### config.mk
export PLATFORM = sky130hd
export DESIGN_NAME = ex_alu_unit_flat
export DESIGN_NICKNAME = d
export VERILOG_FILES = /design/src/rtl/ex_alu_unit_pkg.sv /design/src/rtl/ex_alu_unit_if.sv /design/src/rtl/ex_alu_unit_add32.sv /design/src/rtl/ex_alu_unit.sv /design/src/flat_wrapper.sv
export SDC_FILE = /design/constraint.sdc
export NUM_CORES = 1
export LEC_CHECK = 0
export BUFFER_PORTS_ARGS = -buffer_cell sky130_fd_sc_hd__buf_2
export CORE_AREA = 2 2 141 143
export CTS_CLUSTER_SIZE = 24
export DETAILED_ROUTE_END_ITERATION = 7
export DIE_AREA = 0 0 143 145
export PLACE_DENSITY = 0.86
export SETUP_SLACK_MARGIN = 0.5
export SYNTH_ARGS = -nofsm -noshare
export SYNTH_HDL_FRONTEND = slang
export SYNTH_SLANG_ARGS = --single-unit
### constraint.sdc
create_clock -name clk -period 1.55 [get_ports clk]
set_input_delay 0.2325 -clock clk [delete_from_list [all_inputs] [get_ports clk]]
set_output_delay 0.2325 -clock clk [all_outputs]
set_load 0.05 [all_outputs]
### src/rtl/ex_alu_unit_pkg.sv
// Shared encodings for the EX-stage ALU: ALU operation codes, main-control
// ALUOp classes and R-type funct values.
package ex_alu_unit_pkg;

    typedef enum logic [2:0] {
        ALU_AND = 3'b000,
        ALU_OR  = 3'b001,
        ALU_ADD = 3'b010,
        ALU_NOR = 3'b100,
        ALU_SUB = 3'b110,
        ALU_SLT = 3'b111
    } alu_op_e;

    localparam logic [2:0] ALUOP_MEM   = 3'b000;
    localparam logic [2:0] ALUOP_BEQ   = 3'b001;
    localparam logic [2:0] ALUOP_RTYPE = 3'b010;
    localparam logic [2:0] ALUOP_ANDI  = 3'b011;
    localparam logic [2:0] ALUOP_ORI   = 3'b100;
    localparam logic [2:0] ALUOP_SLTI  = 3'b101;
    localparam logic [2:0] ALUOP_ADDI  = 3'b110;
    localparam logic [2:0] ALUOP_RSVD  = 3'b111;

    localparam logic [5:0] FUNCT_ADD = 6'b100000;
    localparam logic [5:0] FUNCT_SUB = 6'b100010;
    localparam logic [5:0] FUNCT_AND = 6'b100100;
    localparam logic [5:0] FUNCT_OR  = 6'b100101;
    localparam logic [5:0] FUNCT_NOR = 6'b100111;
    localparam logic [5:0] FUNCT_SLT = 6'b101010;

endpackage

### src/rtl/ex_alu_unit_if.sv
// Operand, control and result bundle between the EX stage and the ALU unit.
interface ex_alu_unit_if;

    logic        en;
    logic [2:0]  alu_op;
    logic [5:0]  funct;
    logic [31:0] a;
    logic [31:0] b;
    logic [31:0] pc_plus4;
    logic [31:0] imm;
    logic [2:0]  op;
    logic [31:0] result_q;
    logic        zero_q;
    logic [31:0] br_target_q;
    logic        br_of_q;

    modport master (
        output en, alu_op, funct, a, b, pc_plus4, imm,
        input  op, result_q, zero_q, br_target_q, br_of_q
    );

    modport slave (
        input  en, alu_op, funct, a, b, pc_plus4, imm,
        output op, result_q, zero_q, br_target_q, br_of_q
    );

endinterface

### src/rtl/ex_alu_unit_add32.sv
// 32-bit adder with carry-out, used for the branch-target computation.
module add32 (
    input  logic [31:0] a,
    input  logic [31:0] b,
    output logic [31:0] sum,
    output logic        cout
);

    assign {cout, sum} = {1'b0, a} + {1'b0, b};

endmodule

### src/rtl/ex_alu_unit.sv
// EX-stage ALU: ALU-control decode, 32-bit datapath and branch-target adder,
// all captured in one enable-gated output register.
module ex_alu_unit
    import ex_alu_unit_pkg::*;
(
    input logic          clk,
    input logic          rst_n,
    ex_alu_unit_if.slave bus
);

    alu_op_e     op;
    logic [31:0] result_d;
    logic        zero_d;
    logic [31:0] br_target_d;
    logic        br_of_d;
    logic [31:0] imm_sh;

    logic [31:0] result_q;
    logic        zero_q;
    logic [31:0] br_target_q;
    logic        br_of_q;

    // NOTE: assign a default before the case so every path drives op and no latch is inferred.
    always_comb begin
        op = ALU_ADD;
        case (bus.alu_op)
            ALUOP_MEM:   op = ALU_ADD;
            ALUOP_BEQ:   op = ALU_SUB;
            ALUOP_ANDI:  op = ALU_AND;
            ALUOP_ORI:   op = ALU_OR;
            ALUOP_SLTI:  op = ALU_SLT;
            ALUOP_ADDI:  op = ALU_ADD;
            ALUOP_RSVD:  op = ALU_ADD;
            ALUOP_RTYPE: begin
                case (bus.funct)
                    FUNCT_ADD: op = ALU_ADD;
                    FUNCT_SUB: op = ALU_SUB;
                    FUNCT_AND: op = ALU_AND;
                    FUNCT_OR:  op = ALU_OR;
                    FUNCT_NOR: op = ALU_NOR;
                    FUNCT_SLT: op = ALU_SLT;
                    default:   op = ALU_ADD;
                endcase
            end
            default:     op = ALU_ADD;
        endcase
    end

    assign bus.op = op;

    // Signed compare rather than the sign of a-b, so overflow cannot flip SLT.
    always_comb begin
        result_d = bus.a + bus.b;
        case (op)
            ALU_AND: result_d = bus.a & bus.b;
            ALU_OR:  result_d = bus.a | bus.b;
            ALU_NOR: result_d = ~(bus.a | bus.b);
            ALU_SUB: result_d = bus.a - bus.b;
            ALU_SLT: result_d = ($signed(bus.a) < $signed(bus.b)) ? 32'd1 : 32'd0;
            default: result_d = bus.a + bus.b;
        endcase
        zero_d = (result_d == 32'h0);
    end

    assign imm_sh = bus.imm << 2;

    add32 u_br_add (
        .a    (bus.pc_plus4),
        .b    (imm_sh),
        .sum  (br_target_d),
        .cout (br_of_d)
    );

    // NOTE: sequential state uses non-blocking assignments so all flops update together.
    always_ff @(posedge clk or negedge rst_n) begin
        if (!rst_n) begin
            result_q    <= 32'h0;
            zero_q      <= 1'b0;
            br_target_q <= 32'h0;
            br_of_q     <= 1'b0;
        end else if (bus.en) begin
            result_q    <= result_d;
            zero_q      <= zero_d;
            br_target_q <= br_target_d;
            br_of_q     <= br_of_d;
        end
    end

    assign bus.result_q    = result_q;
    assign bus.zero_q      = zero_q;
    assign bus.br_target_q = br_target_q;
    assign bus.br_of_q     = br_of_q;

endmodule

### src/flat_wrapper.sv
// flat-port wrapper written by rule: the top's interface ports become plain ports
module ex_alu_unit_flat import ex_alu_unit_pkg::*;
  (clk, rst_n, bus_en, bus_alu_op, bus_funct, bus_a, bus_b, bus_pc_plus4, bus_imm, bus_op, bus_result_q, bus_zero_q, bus_br_target_q, bus_br_of_q);
  ex_alu_unit_if bus_i ();
  input logic clk;
  input logic rst_n;
  input wire logic [$bits(bus_i.en)-1:0] bus_en;
  input wire logic [$bits(bus_i.alu_op)-1:0] bus_alu_op;
  input wire logic [$bits(bus_i.funct)-1:0] bus_funct;
  input wire logic [$bits(bus_i.a)-1:0] bus_a;
  input wire logic [$bits(bus_i.b)-1:0] bus_b;
  input wire logic [$bits(bus_i.pc_plus4)-1:0] bus_pc_plus4;
  input wire logic [$bits(bus_i.imm)-1:0] bus_imm;
  output wire logic [$bits(bus_i.op)-1:0] bus_op;
  output wire logic [$bits(bus_i.result_q)-1:0] bus_result_q;
  output wire logic [$bits(bus_i.zero_q)-1:0] bus_zero_q;
  output wire logic [$bits(bus_i.br_target_q)-1:0] bus_br_target_q;
  output wire logic [$bits(bus_i.br_of_q)-1:0] bus_br_of_q;
  assign bus_i.en = bus_en;
  assign bus_i.alu_op = bus_alu_op;
  assign bus_i.funct = bus_funct;
  assign bus_i.a = bus_a;
  assign bus_i.b = bus_b;
  assign bus_i.pc_plus4 = bus_pc_plus4;
  assign bus_i.imm = bus_imm;
  assign bus_op = bus_i.op;
  assign bus_result_q = bus_i.result_q;
  assign bus_zero_q = bus_i.zero_q;
  assign bus_br_target_q = bus_i.br_target_q;
  assign bus_br_of_q = bus_i.br_of_q;
  ex_alu_unit u_core (.clk(clk), .rst_n(rst_n), .bus(bus_i));
endmodule
==> impl_results.md, run 1 <==
* Global-route usage over all layers at approximately 86%
* Cell type contributing the most total cell area after synthesis: dfrtp_1
* Synth Register Bits at 66
* Number of buffers added by the clock tree synthesis step at 9
* Yosys top cell area share at approximately 17%
* CTS root buf: clkbuf_16
* Number of global-route vias before repair at 20182
* Failed at: global routing
* Die Height at 145 um
* Distinct cell type count of the synthesized netlist at 103
* Post-synthesis area per instance at 7.82 sq um
* Outcome: stopped before the end
* CTS sink count at 66
* Share of flip-flops with an asynchronous set or reset at 100%
* Effective utilization at floorplan at 51.5%
* Cell types occupying the most area after synthesis: dfrtp_1, ha_1, a21oi_1, inv_1, mux2_2
* First Err: [ERROR GRT-0116] Global routing finished with congestion. Check the congestion regions in the DRC Viewer.
* Most common cell in the netlist: ha_1
* Cells after synthesis at 1266
* Gpl congestion at 1.16
* Count of port buffers added during placement at 206
* Most instantiated cells after synthesis: ha_1, inv_1, nor2_1
* Mapped Area at 9900 sq um
* Number of buffers on the longest clock path at 2
* Placement row count at 51
* Proportion of synthesized chip area in sequential cells at 16.7%
* Horiz. Die Dim at between 100 and 150 um
* Htree depth at 3
* Boundary pin count at 209
* Global-route wire length before repair at 137000 um
* Final HPWL DP at 33900 um
* Number of flops mapped to enable cells by yosys at 0
* Main flop type after synthesis: dfrtp_1
* Post-Synthesis Net Count at 1535
* Overflow left after global routing at 557
* Yosys warns at 0
* Maximum number of pins on one net before global-route repair at 68
## metal layers
layer	track usage [%]	overflow
met1	83.1	10
met2	101	345
met4	91.1	188
met3	72.1	13
met5	31.6	1
## per-stage QoR
| stage | cells | area (sq um) | setup slack [ns] | util [%] | hold WS [ns] |
|---|---|---|---|---|---|
| CTS | 2214 | 17400 | -1.90 | 90.5 | 0.123 |
| detailed placement | 2114 | 15100 | -2.41 | 78.4 | 0.277 |
| global placement | 2114 | 15100 | -2.09 | 78.4 | 0.268 |
| floorplan | 1266 | 10800 | -1.63 | - | -0.0631 |
## repair_timing
action                                 in CTS
setup endpoints to repair                 134
hold buffers                                1
gates resized for setup                   347
endpoints found under the hold margin      17
setup buffers                              83
pin swaps                                 104
## kinds of logic after synthesis
family / share of synthesized area, %
AOI/OAI and AO/OA: 32.1
xor gates and xnor gates: 2.83
adders and majority gates: 16.5
buffers and inverters: 7.66
DFF: 16.7
muxes: 4.92
and+or+nand+nor: 19.3
==> run 2: changes to the inputs <==
--- a/config.mk
+++ b/config.mk
@@ -6,12 +6,10 @@
 export NUM_CORES = 1
 export LEC_CHECK = 0
 export BUFFER_PORTS_ARGS = -buffer_cell sky130_fd_sc_hd__buf_2
-export CORE_AREA = 2 2 141 143
-export CTS_CLUSTER_SIZE = 24
+export CORE_AREA = 2 2 161 163
 export DETAILED_ROUTE_END_ITERATION = 7
-export DIE_AREA = 0 0 143 145
-export PLACE_DENSITY = 0.86
-export SETUP_SLACK_MARGIN = 0.5
+export DIE_AREA = 0 0 163 165
+export PLACE_DENSITY_LB_ADDON = 0.15
 export SYNTH_ARGS = -nofsm -noshare
 export SYNTH_HDL_FRONTEND = slang
 export SYNTH_SLANG_ARGS = --single-unit
==> constraint.sdc (replaced) <==
create_clock -name clk -period 2 [get_ports clk]
set_input_delay 0.3 -clock clk [delete_from_list [all_inputs] [get_ports clk]]
set_output_delay 0.3 -clock clk [all_outputs]
set_load 0.05 [all_outputs]
==> run 2 against run 1 <==
Compared with the run above:
- the flow now finishes, with violations (negative setup slack)
- area after synthesis did not move
- synthesized cell count is the same
==> impl_results.md, run 2 <==
* Share of flip-flops with an asynchronous set or reset at 100%
* Most instantiated cells after synthesis: ha_1, inv_1, nor2_1
* R2r startpoint: u_core.bus.br_target_q[30]$_DFFE_PN0P_
* Horiz. Die Dim at 163 um
* Distinct cell type count of the synthesized netlist at 103
* Required time of the critical path at 2.23 ns
* Gpl congestion at between 0.9 and 1
* Effective utilization at floorplan at 39.5%
* Synth Register Bits at 66
* Number of nets in the final layout at 2169
* Cell types occupying the most area after synthesis: dfrtp_1, ha_1, a21oi_1, inv_1, mux2_2
* DRC errors left at 0
* Number of buffers on the longest clock path at 2
* Yosys warns at 0
* Crit-path leading delay family: compound AO/OA/AOI/OAI gates
* Design internal power at roughly 5200 uW
* Area of the core region at 25000 sq um
* Final WS setup at -1.47 ns
* Data arrival, critical path at 3.70 ns
* Number of max-cap violations at 0
* Placed standard-cell area at around 15000 sq um
* Main flop type after synthesis: dfrtp_1
* Worst Hold Class: input port to flip-flop
* Length in cells of the worst reg-to-reg path at 2
* Commonest cells after routing, fill and taps aside: buf_4, buf_2, ha_1, nor2_1, inv_1
* Die Height at 165 um
* Crit Path Class: input port to flip-flop
* Post-synthesis area per instance at just under 8 sq um
* Commonest non-fill, non-tap cell in the layout: buf_4
* Wire length per cell at about 18 um
* Worst path slowest cell: a221o_2
* Final core utilization at 66.6%
* Total power consumption of the routed design at 9450 uW
* CTS sink count at 66
* Initial antenna violation count at 1
* Yosys top cell area share at between 10% and 20%
* WHS Path Cells at 2
* Setup slack, reg-to-reg at 0.91 ns
* Synth-to-layout area growth at 68.6%
* Failing checks: negative setup slack
* Reg clk slew, reported paths at 0.05 ns
* Boundary pin count at 209
* Clock Skews at 0 ns
* Unrepaired setup endpoints after global routing: true
* Via density per instance at 5.48
* Number of global-route vias before repair at between 10000 and 15000
* Biggest registers after layout: u_core.bus.br_target_q (32), u_core.bus.result_q (32)
* Final hold violation count at 0
* CP Launch Type: input port
* Summed negative setup slack over all endpoints at -31.33 ns
* Final worst hold slack at 0.202 ns
* Setup-failing EPs final at 50
* Cell type contributing the most total cell area after synthesis: dfrtp_1
* Max Fanout on Critical Path at 3
* Final HPWL DP at 32700 um
* Global-route usage over all layers at 29.4%
* Final period util at 173%
* Worst Hold Launch: bus_pc_plus4[1]
* Final Routed Wirelength at around 41000 um
* Sequence of cells on the critical path: buf_12 -> inv_12 -> ha_4 -> fa_2 -> or2_0 -> a221o_2 -> a2111oi_4 -> o21ai_2 -> a211oi_2 -> o21ai_1 -> a311o_1 -> a211o_1 -> nor4_4 -> nand4_1 -> o41ai_2
* Sw power at 4210 uW
* Sink of the worst hold path: u_core.bus.br_target_q[1]$_DFFE_PN0P_
* Final critical path time including I/O delays and setup at about 3.5 ns
* Placement row count at 58
* Sequential share of power at a little under a fifth
* Htree depth at 3
* Layout cells sized above 1 at 51.6%
* Comb pwr share at 64.6%
* Number of buffers added by the clock tree synthesis step at 9
* Share of power burned in the clock network at 16.5%
* Number of flops mapped to enable cells by yosys at 0
* Endpoint kind of the worst setup timing path: flip-flop
* Delay of the slowest cell on the worst path at 0.44 ns
* Outcome: complete, but fails checks
* Total number of vias at 12253
* Worst Max-Slew Pin Slew at 0.909 ns
* Max Transition Viols Final at 0
* Proportion of synthesized chip area in sequential cells at 16.7%
* Overflow left after global routing at 0
* Power density over cell area at 566 nW/um^2
* Leakage Power at 0.00815 uW
* Die Outline Area at 26900 sq um
* Global-route wire length before repair at approximately 63000 um
* DRC marker count from the first detailed-route iteration at 818
* Count of TritonRoute iterations in the first routing pass at 6
* Mapped Area at 9900 sq um
* Most common cell in the netlist: ha_1
* CTS root buf: clkbuf_16
* Clk Latency, worst-skew pair at 0.33 ns
* Slew Limit Headroom at 39.4%
* Post-Synthesis Net Count at 1535
* Count of buffer and inverter cells on the critical path at 2
* Endpoint of the most critical register-to-register path: u_core.bus.br_target_q[30]$_DFFE_PN0P_
* Area of all placed cells without fillers at between 15000 and 20000 sq um
* Peak Freq at 288 MHz
* Cells after synthesis at 1266
* Peak supply drop at ~0.00056 V
* Fraction of power spent switching nets at 44.6%
* Count of port buffers added during placement at 206
* DRT antenna net count at 0
* Maximum number of pins on one net before global-route repair at 68
* CTS tree: built
## run 2: cell counts after synthesis
No cell type changed its count.
## run 2: per-layer routing
metal  vias up  GRT usage, %  share of wire, %  routed length (um)
met4         0          8.37               3.0                1230
met5         -             0                 0                   0
met2       391          51.6                49               19900
met1      5813          37.7                43               17700
li1       5962             -                 -                   -
met3        87          4.02               5.4                2200
## run 2: worst reg2reg max path: stages, from the launching register on
cell     delay, ns
dfrtp_1       0.37
a211o_1       0.30
a311o_1       0.31
## run 2: worst max-delay path by stage
| stage | from | to | slack [ns] | cells past startpoint |
|---|---|---|---|---|
| floorplan | bus_a[0] | u_core.bus.zero_q$_DFFE_PN0P_ | -1.25 | 14 |
| global placement | bus_a[0] | u_core.bus.zero_q$_DFFE_PN0P_ | -1.85 | 15 |
| detailed placement | bus_a[0] | u_core.bus.zero_q$_DFFE_PN0P_ | -1.96 | 15 |
| CTS | bus_a[0] | u_core.bus.zero_q$_DFFE_PN0P_ | -1.45 | 15 |
| global route | bus_a[0] | u_core.bus.zero_q$_DFFE_PN0P_ | -1.63 | 15 |
| finish | bus_a[0] | u_core.bus.zero_q$_DFFE_PN0P_ | -1.47 | 15 |
## run 2: cells by family (layout without fill, tap and decap cells)
logic type | Yosys count | after routing | share of synthesized area [%]
buffers and inverters | 182 | 820 | 7.66
other | 0 | 1 | 0
multiplexers | 44 | 44 | 4.92
XOR/XNOR | 32 | 32 | 2.83
AND/OR/NAND/NOR | 369 | 369 | 19.3
adder cells (fa/ha/maj) | 129 | 129 | 16.5
AO/OA/AOI/OAI | 444 | 444 | 32.1
flip-flops | 66 | 66 | 16.7
## run 2: repair_timing
| item | 4_1_cts | 5_1_grt |
|---|---|---|
| pin swaps | 73 | 91 |
| endpoints found under the hold margin | 66 | 0 |
| setup buffers | 29 | 31 |
| gates resized for setup | 154 | 94 |
| hold buffers | 1 | 0 |
| endpoints found under the setup margin | 53 | 57 |
## run 2: layout make-up
cell class	count	area [sq um]
Clock buffer	12	246
Fill cell	2130	8350
Antenna cell	1	2.50
Sequential cell	66	1650
Clock inverter	3	40.0
Multi-Input combinational cell	1018	8920
Tap cell	330	413
Inverter	118	528
Timing Repair Buffer	687	4880
## run 2: power groups by stage
stage               Clock (uW)  Combinational (uW)  Sequential, uW
floorplan                    0                2250            2790
global placement             0                5390            1790
detailed placement           0                5430            1800
CTS                       1590                5780            1780
global route              1660                6490            1830
finish                    1560                6100            1790
## run 2: stage by stage
step           cells  setup WS, ns
2_1_floorplan   1266         -1.25
3_3_place_gp    2175         -1.85
3_5_place_dp    2175         -1.96
4_1_cts         2216         -1.45
5_1_grt         2235         -1.63
6_report        2235         -1.47
(Power assumes the default switching activity.)
